## src/rtl/game_info_ctrl_if.sv

```systemverilog
// rtl/game_info_ctrl_if.sv - event inputs and panel outputs of the snake game-phase controller
interface game_info_ctrl_if;
    logic       btn_ok;
    logic       eat_a;
    logic       eat_b;
    logic       crash_a;
    logic       crash_b;
    logic [3:0] state;
    logic [1:0] vict;
    logic [5:0] foodnum;
    logic [2:0] food_time_left;
    logic [5:0] score_a;
    logic [5:0] score_b;
    logic       food_respawn;

    modport master (
        output btn_ok, eat_a, eat_b, crash_a, crash_b,
        input  state, vict, foodnum, food_time_left, score_a, score_b, food_respawn
    );

    modport slave (
        input  btn_ok, eat_a, eat_b, crash_a, crash_b,
        output state, vict, foodnum, food_time_left, score_a, score_b, food_respawn
    );
endinterface

```

## src/rtl/game_info_ctrl.sv

```systemverilog
// rtl/game_info_ctrl.sv - ready/play/pause/over sequencer with food budget, food timer, scores and winner
module game_info_ctrl #(
    parameter int FOOD_TOTAL  = 36,
    parameter int FOOD_LIFE   = 7,
    parameter int TICK_CYCLES = 50_000_000
) (
    input  logic            clk,
    input  logic            rst,
    game_info_ctrl_if.slave bus
);
    localparam int CNT_W = $clog2(TICK_CYCLES);
    localparam logic [CNT_W-1:0] CNT_MAX   = CNT_W'(TICK_CYCLES - 1);
    localparam logic [5:0]       FOOD_INIT = 6'(FOOD_TOTAL);
    localparam logic [2:0]       LIFE_INIT = 3'(FOOD_LIFE);

    typedef enum logic [1:0] {S_READY, S_PLAY, S_PAUSE, S_OVER} state_t;

    state_t           r_fsm;
    logic [3:0]       r_state;
    logic [1:0]       r_vict;
    logic [5:0]       r_foodnum;
    logic [2:0]       r_ftl;
    logic [5:0]       r_score_a;
    logic [5:0]       r_score_b;
    logic             r_respawn;
    logic [CNT_W-1:0] r_cnt;

    logic       w_tick;
    logic       w_expire;
    logic       w_crash;
    logic       w_consume;
    logic [5:0] w_score_a_nxt;
    logic [5:0] w_score_b_nxt;
    logic [5:0] w_foodnum_nxt;
    logic [1:0] w_final_vict;

    assign w_tick        = (r_cnt == CNT_MAX);
    assign w_expire      = w_tick && (r_ftl == 3'd1);
    assign w_crash       = bus.crash_a || bus.crash_b;
    assign w_consume     = bus.eat_a || bus.eat_b || w_expire;
    assign w_score_a_nxt = (bus.eat_a && r_score_a != 6'd63) ? r_score_a + 6'd1 : r_score_a;
    assign w_score_b_nxt = (bus.eat_b && r_score_b != 6'd63) ? r_score_b + 6'd1 : r_score_b;
    assign w_foodnum_nxt = r_foodnum - 6'd1;
    // Winner on the last food is judged on the scores including this cycle's eats
    assign w_final_vict  = (w_score_a_nxt > w_score_b_nxt) ? 2'b10 :
                           (w_score_b_nxt > w_score_a_nxt) ? 2'b01 : 2'b11;

    always_ff @(posedge clk) begin
        if (rst) begin
            r_fsm     <= S_READY;
            r_state   <= 4'b0001;
            r_vict    <= 2'b00;
            r_foodnum <= FOOD_INIT;
            r_ftl     <= LIFE_INIT;
            r_score_a <= 6'd0;
            r_score_b <= 6'd0;
            r_respawn <= 1'b0;
            r_cnt     <= '0;
        end else begin
            r_respawn <= 1'b0;
            case (r_fsm)
                S_READY: begin
                    r_vict    <= 2'b00;
                    r_foodnum <= FOOD_INIT;
                    r_ftl     <= LIFE_INIT;
                    r_score_a <= 6'd0;
                    r_score_b <= 6'd0;
                    r_cnt     <= '0;
                    if (bus.btn_ok) begin
                        r_fsm     <= S_PLAY;
                        r_state   <= 4'b0010;
                        r_respawn <= 1'b1;
                    end
                end
                S_PLAY: begin
                    if (w_crash) begin
                        r_fsm   <= S_OVER;
                        r_state <= 4'b1000;
                        r_vict  <= {bus.crash_b, bus.crash_a};
                    end else if (w_consume) begin
                        r_score_a <= w_score_a_nxt;
                        r_score_b <= w_score_b_nxt;
                        r_foodnum <= w_foodnum_nxt;
                        r_ftl     <= LIFE_INIT;
                        r_cnt     <= '0;
                        if (w_foodnum_nxt == 6'd0) begin
                            r_fsm   <= S_OVER;
                            r_state <= 4'b1000;
                            r_vict  <= w_final_vict;
                        end else begin
                            r_respawn <= 1'b1;
                            if (bus.btn_ok) begin
                                r_fsm   <= S_PAUSE;
                                r_state <= 4'b0100;
                            end
                        end
                    end else if (bus.btn_ok) begin
                        // Timer freezes on the pause cycle itself, so a tick due now lands right after resume
                        r_fsm   <= S_PAUSE;
                        r_state <= 4'b0100;
                    end else if (w_tick) begin
                        r_ftl <= r_ftl - 3'd1;
                        r_cnt <= '0;
                    end else begin
                        r_cnt <= r_cnt + CNT_W'(1);
                    end
                end
                S_PAUSE: begin
                    if (bus.btn_ok) begin
                        r_fsm   <= S_PLAY;
                        r_state <= 4'b0010;
                    end
                end
                S_OVER: begin
                    if (bus.btn_ok) begin
                        r_fsm     <= S_READY;
                        r_state   <= 4'b0001;
                        r_vict    <= 2'b00;
                        r_foodnum <= FOOD_INIT;
                        r_ftl     <= LIFE_INIT;
                        r_score_a <= 6'd0;
                        r_score_b <= 6'd0;
                        r_cnt     <= '0;
                    end
                end
                default: begin
                    r_fsm   <= S_READY;
                    r_state <= 4'b0001;
                end
            endcase
        end
    end

    assign bus.state          = r_state;
    assign bus.vict           = r_vict;
    assign bus.foodnum        = r_foodnum;
    assign bus.food_time_left = r_ftl;
    assign bus.score_a        = r_score_a;
    assign bus.score_b        = r_score_b;
    assign bus.food_respawn   = r_respawn;
endmodule

```

## src/flat_wrapper.sv

```systemverilog
// flat-port wrapper written by rule: the top's interface ports become plain ports
module game_info_ctrl_flat 
#(
    parameter int FOOD_TOTAL  = 36,
    parameter int FOOD_LIFE   = 7,
    parameter int TICK_CYCLES = 50_000_000
)
  (clk, rst, bus_btn_ok, bus_eat_a, bus_eat_b, bus_crash_a, bus_crash_b, bus_state, bus_vict, bus_foodnum, bus_food_time_left, bus_score_a, bus_score_b, bus_food_respawn);
  game_info_ctrl_if bus_i ();
  input  logic clk;
  input  logic rst;
  input wire logic [$bits(bus_i.btn_ok)-1:0] bus_btn_ok;
  input wire logic [$bits(bus_i.eat_a)-1:0] bus_eat_a;
  input wire logic [$bits(bus_i.eat_b)-1:0] bus_eat_b;
  input wire logic [$bits(bus_i.crash_a)-1:0] bus_crash_a;
  input wire logic [$bits(bus_i.crash_b)-1:0] bus_crash_b;
  output wire logic [$bits(bus_i.state)-1:0] bus_state;
  output wire logic [$bits(bus_i.vict)-1:0] bus_vict;
  output wire logic [$bits(bus_i.foodnum)-1:0] bus_foodnum;
  output wire logic [$bits(bus_i.food_time_left)-1:0] bus_food_time_left;
  output wire logic [$bits(bus_i.score_a)-1:0] bus_score_a;
  output wire logic [$bits(bus_i.score_b)-1:0] bus_score_b;
  output wire logic [$bits(bus_i.food_respawn)-1:0] bus_food_respawn;
  assign bus_i.btn_ok = bus_btn_ok;
  assign bus_i.eat_a = bus_eat_a;
  assign bus_i.eat_b = bus_eat_b;
  assign bus_i.crash_a = bus_crash_a;
  assign bus_i.crash_b = bus_crash_b;
  assign bus_state = bus_i.state;
  assign bus_vict = bus_i.vict;
  assign bus_foodnum = bus_i.foodnum;
  assign bus_food_time_left = bus_i.food_time_left;
  assign bus_score_a = bus_i.score_a;
  assign bus_score_b = bus_i.score_b;
  assign bus_food_respawn = bus_i.food_respawn;
  game_info_ctrl #(.FOOD_TOTAL(FOOD_TOTAL), .FOOD_LIFE(FOOD_LIFE), .TICK_CYCLES(TICK_CYCLES)) u_core (.clk(clk), .rst(rst), .bus(bus_i));
endmodule
```

## config.mk

```make
export PLATFORM = sky130hd
export DESIGN_NAME = game_info_ctrl_flat
export DESIGN_NICKNAME = d
export VERILOG_FILES = /design/src/rtl/game_info_ctrl_if.sv /design/src/rtl/game_info_ctrl.sv /design/src/flat_wrapper.sv
export SDC_FILE = /design/constraint.sdc
export NUM_CORES = 1
export LEC_CHECK = 0
export BUFFER_PORTS_ARGS = -buffer_cell sky130_fd_sc_hd__buf_2
export CAP_MARGIN = 10
export CORE_MARGIN = 4
export CORE_UTILIZATION = 64
export CTS_CLUSTER_SIZE = 16
export DETAILED_ROUTE_END_ITERATION = 6
export GPL_TIMING_DRIVEN = 0
export PLACE_DENSITY = 0.9
export SYNTH_ARGS = -nofsm -noshare
export SYNTH_HDL_FRONTEND = slang
export SYNTH_SLANG_ARGS = --single-unit
```

## constraint.sdc

```tcl
create_clock -name clk -period 5.3 [get_ports clk]
set_input_delay 0.795 -clock clk [delete_from_list [all_inputs] [get_ports clk]]
set_output_delay 0.795 -clock clk [all_outputs]
set_load 0.02 [all_outputs]
```

Word level (Yosys, flattened, before mapping)
Index checks and enable logic that the tools add are counted.
- word-level logic and storage cells: 96
- output and inout port bits: 28
- bits of input ports: 7
- register bits: 56
- equal/unequal tests: 15
- order comparisons: 2
- mux-type cells: 50
- reduce and logical (&&, ||, !) cells: 15
- add/sub/neg operators: 5
- operators by type and width (kind ; number):
    26-bit two-way mux ; 5
    26-bit one-hot mux with 3 select lines ; 1
    6-bit two-way mux ; 10
    6-bit one-hot mux with 3 select lines ; 3
    26-bit by 1-bit adder with 26-bit output (second input constant) ; 1
    26-bit equality test (second input constant) ; 1
    4-bit two-way mux ; 6
    2-bit two-way mux ; 11
    3-bit two-way mux ; 5
    6-bit by 1-bit adder with 6-bit output (second input constant) ; 2
    6-bit greater-than comparator ; 2
    6-bit inequality test (second input constant) ; 2
    2-bit one-hot mux with 3 select lines ; 2
    4-bit one-hot mux with 3 select lines ; 1
    4-bit AND reduction ; 3
    3-bit by 1-bit inequality test with 1-bit output (second input constant) ; 3
    3-bit one-hot mux with 3 select lines ; 1
    6-bit logical NOT ; 1
    6-bit by 1-bit subtractor with 6-bit output (second input constant) ; 1
    5-bit AND reduction ; 1
    2-bit equality test (second input constant) ; 2
    1-bit two-way mux ; 4
    2-bit by 1-bit inequality test with 1-bit output (second input constant) ; 2
    2-bit inequality test (second input constant) ; 2
    11 further kinds ; 15

Longest topological paths before layout
- depth after elaboration: 10
- depth in mapped cells: 10
- mapped depth without buffers: 10

Worst setup path after synthesis
No wires, ideal clock.
- path kind: input to register
- from: input bus_eat_b
- to: register u_core.r_vict[1] (netlist: u_core.bus.vict[1])
- data required time: 5.170 ns
- stages on the path: 10
- arrival time: 2.623 ns
- setup slack: 2.547 ns
- cell sequence: inv_1 > a31oi_1 > and4_1 > xnor2_1 > ha_1 > and3_1 > o21ai_0 > a311oi_1 > a21bo_2 > o211ai_1
- word-level cells in the longest chain between the ends: 9
- RTL lines (element ; RTL line ; source):
    start: declaration ; flat_wrapper.sv:14 ; input wire logic [$bits(bus_i.eat_b)-1:0] bus_eat_b;
    1-bit logical AND ; game_info_ctrl.sv:42 ; assign w_score_b_nxt = (bus.eat_b && r_score_b != 6'd63) ? r_score_b + 6'd1 : r_score_b;
    6-bit two-way mux ; game_info_ctrl.sv:42 ;
    6-bit greater-than comparator ; game_info_ctrl.sv:46 ; (w_score_b_nxt > w_score_a_nxt) ? 2'b01 : 2'b11;
    2-bit two-way mux ; game_info_ctrl.sv:46 ;
    2-bit two-way mux ; game_info_ctrl.sv:45 ; assign w_final_vict = (w_score_a_nxt > w_score_b_nxt) ? 2'b10 :
    2-bit two-way mux ; game_info_ctrl.sv:86 ; if (w_foodnum_nxt == 6'd0) begin
    2-bit two-way mux ; game_info_ctrl.sv:80 ; end else if (w_consume) begin
    2-bit two-way mux ; game_info_ctrl.sv:76 ; if (w_crash) begin
    2-bit one-hot mux with 3 select lines ; game_info_ctrl.sv:61 ; case (r_fsm)
    end signal: assignment ; game_info_ctrl.sv:79 ; r_vict <= {bus.crash_b, bus.crash_a};
    end signal: assignment ; game_info_ctrl.sv:89 ; r_vict <= w_final_vict;
    end: declaration ; game_info_ctrl.sv:20 ; logic [1:0] r_vict;
Several ways; a longest one is shown, not always the timed one. The select of a mux whose other input is x is not followed.
A chain may end at the register's enable or synchronous reset.

Worst setup path in the final report
- from: register u_core.r_score_b[0] (netlist: u_core.bus.score_b[0])
- to: register u_core.r_vict[1] (netlist: u_core.bus.vict[1])
- word-level cells in the longest chain between the ends: 10
- RTL lines (element ; RTL line ; source):
    start: declaration ; game_info_ctrl.sv:24 ; logic [5:0] r_score_b;
    start signal: assignment ; game_info_ctrl.sv:82 ; r_score_b <= w_score_b_nxt;
    parallel branches: the longest is 2 deep, another holds 6-bit by 1-bit adder with 6-bit output ; n/a ;
    6-bit two-way mux (*) ; game_info_ctrl.sv:42 ;
    6-bit greater-than comparator ; game_info_ctrl.sv:46 ;
    2-bit two-way mux ; game_info_ctrl.sv:46 ;
    2-bit two-way mux (*) ; game_info_ctrl.sv:45 ;
    2-bit two-way mux (*) ; game_info_ctrl.sv:86 ;
    2-bit two-way mux (*) ; game_info_ctrl.sv:80 ;
    2-bit two-way mux (*) ; game_info_ctrl.sv:76 ;
    2-bit one-hot mux with 3 select lines (*) ; game_info_ctrl.sv:61 ;
Mark *: on every way between the ends. The select of a mux whose other input is x is not followed.

==> flow_metrics.env <==
export IMPL_status="finished clean"
export IMPL_yosysTopAreaCell="dfxtp_1"
export IMPL_gp_congestion=0.927
export IMPL_io_pins=35
export IMPL_synth_edf_count=0
export IMPL_min_path_type="flip-flop to flip-flop"
export IMPL_yosys_warnings=0
export IMPL_grt_pass1_wl_um=17000
export IMPL_setup_viol=0
export IMPL_min_period_over_period_pct=61.2
export IMPL_whs_ns=0.474
export IMPL_ys_top_cells_by_area="dfxtp_1, a21oi_1, ha_1"
export IMPL_clk_pin_slew_ns=0.10
export IMPL_cts_resized_gates=0
export IMPL_synthesis_nets=446
export IMPL_worst_pin_slew_ns=0.721
export IMPL_ys_ff_latch=56
export IMPL_fmax_ghz=0.308
export IMPL_fin_util_pct=73.7
export IMPL_area_growth_synth_to_final_pct=9.66
export IMPL_ys_seq_area_share_pct=32.0
export IMPL_syn_area_um2=3500
export IMPL_coreArea_um2=5200
export IMPL_cts_sinks=56
export IMPL_placed_area_um2=3750
export IMPL_final_setup_tns_ns=0
export IMPL_dpl_hpwl_um=7280
export IMPL_chipWidth_um=81.9
export IMPL_startpoint_type="flip-flop"
export IMPL_drt_initial_drc_count=550
export IMPL_synth_top_area_share_pct=32.0
export IMPL_avgViaCountPerCell=7.19
export IMPL_async_reset_ff_share_pct=0
export IMPL_nets=485
export IMPL_drive_gt1_share_pct=12.0
export IMPL_initial_core_util_pct=67.2
export IMPL_fin_area_um2=3840
export IMPL_critPathMaxFanout=7
export IMPL_cts_buffers=5
export IMPL_cp_arrival_ns=3.45
export IMPL_min_period_ns=3.24
export IMPL_postSynthCellCount=426
export IMPL_wl_per_cell_um=19.3
export IMPL_p_leak_nw=1.32
export IMPL_p_per_area_nw_per_um2=216
export IMPL_maxCapViolations=0
export IMPL_dr_total_vias=3853
export IMPL_overflow=0
export IMPL_rows=26
export IMPL_htree_levels=2
export IMPL_cp_end_kind="flip-flop"
export IMPL_cts_hold_buf=0
export IMPL_drt_pass1_iter_count=6
export IMPL_clock_latency_ns=0.32
export IMPL_synth_most_common_cell="dfxtp_1"
export IMPL_avgSynthCellArea_um2=8.21
export IMPL_clk_path_buf_depth=2
export IMPL_grt_setup_unrepaired="false"
export IMPL_yosysUniqueCellTypes=64
export IMPL_synth_common_cells="dfxtp_1, a21oi_1, o21ai_0, nand2_1, nand4_1"
export IMPL_worstSetupPathType="flip-flop to flip-flop"
export IMPL_finalClockSkew_ns=0.0125
export IMPL_cp_required_ns=5.51
export IMPL_cts_tree="built"
export IMPL_peakVddDrop_v=0.000168
export IMPL_antenna_cells=0
export IMPL_slew_violations=0
export IMPL_clockRootBuffer="clkbuf_8"
export IMPL_antenna_found_initial=0
export IMPL_drc=0
export IMPL_portBuffers=32
export IMPL_max_slew_margin_pct=50.7
export IMPL_fp_dieH_um=81.9
export IMPL_grt_usage_pct=32.5
export IMPL_ys_flop_type="dfxtp_1"
export IMPL_finalHoldViolations=0
export IMPL_drtAntennaViolNets=0
export IMPL_die_area_um2=6710
export IMPL_wl_um=10300
export IMPL_grt_max_degree=16
export IMPL_grt_pass1_vias=3500
export IMPL_post_cts_buffers=0
==> metal layers <==
metal	wire length, µm	track usage [%]
met4	282	11.6
met1	4110	44.4
met2	4770	51.0
met3	1170	6.03
met5	0	0
==> through the flow <==
step / worst slack (ns) / total power, W / cells
2_1_floorplan: 2.55 / 0.000539 / 426
3_3_place_gp: 2.04 / 0.000579 / 528
3_5_place_dp: 1.89 / 0.000583 / 528
4_1_cts: 2.12 / 0.000823 / 536
5_1_grt: 1.78 / 0.000855 / 536
6_report: 2.06 / 0.000828 / 536
==> sequential cells by signal (all words and copies together) (netlist names) <==
name,cells
u_core.r_cnt,26
u_core.bus.score_b,6
u_core.bus.foodnum,6
u_core.bus.state,4
u_core.bus.score_a,6
u_core.bus.food_respawn,1
u_core.bus.vict,2
u_core.r_fsm,2
u_core.bus.food_time_left,3
==> worst max-delay path, stage by stage (launching register included) <==
cell      delay, ns
dfxtp_1        0.40
ha_1           0.28
a31oi_1        0.59
nand4_1        0.27
xnor2_1        0.19
ha_1           0.32
and3_1         0.20
o21ai_0        0.10
a311oi_1       0.50
a21bo_2        0.21
o211ai_1       0.07
==> final timing paths <==
path | startpoint | to | slack, ns | cells past startpoint
worst max register to register | u_core.bus.score_b[0] | u_core.bus.vict[1] | 2.06 | 10
worst max-delay path | u_core.bus.score_b[0] | u_core.bus.vict[1] | 2.06 | 10
worst min-delay path | u_core.bus.state[3] | u_core.bus.state[3] | 0.47 | 2
worst min register to register | u_core.bus.state[3] | u_core.bus.state[3] | 0.47 | 2
==> cell families (layout without fill, tap and decap cells) <==
family | Yosys count | count (layout) | synth area share, %
AND/OR/NAND/NOR | 164 | 164 | 28.3
AO/OA/AOI/OAI | 138 | 138 | 26.9
flip-flops | 56 | 56 | 32.0
buffers and inverters | 43 | 83 | 4.94
adder cells (fa/ha/maj) | 13 | 13 | 4.65
XOR/XNOR | 8 | 8 | 2.00
multiplexers | 4 | 4 | 1.22
==> power breakdown <==
part | internal (W) | total [W] | leakage, nW | switching (W)
sequential | 0.000429 | 0.000438 | 0.454 | 0.00000886
clock | 0.000107 | 0.000248 | 0.0455 | 0.000141
combinational | 0.0000412 | 0.000142 | 0.823 | 0.000100
==> placed cells by master, fill, tap and decap left out, types with 14 or more instances in the layout <==
| cell type | instances |
|---|---|
| o21ai_0 | 25 |
| a21oi_1 | 40 |
| or4_1 | 18 |
| nand2_1 | 23 |
| o31ai_1 | 17 |
| nand4_1 | 22 |
| nor3_1 | 14 |
| nor2_1 | 16 |
| nand3_1 | 20 |
| dfxtp_1 | 56 |
| buf_2 | 35 |
| inv_1 | 16 |
| clkbuf_1 | 23 |
==> cell type report <==
type                       count  area [µm²]
buffer                        27         113
clock buffer                   8        90.1
fill                         405        1370
inverter                      16        60.1
multi-input combinational    327        2200
sequential                    56        1120
tap                           70        87.6
timing repair buffer          32         160
Power figures use the tool's default switching activity.
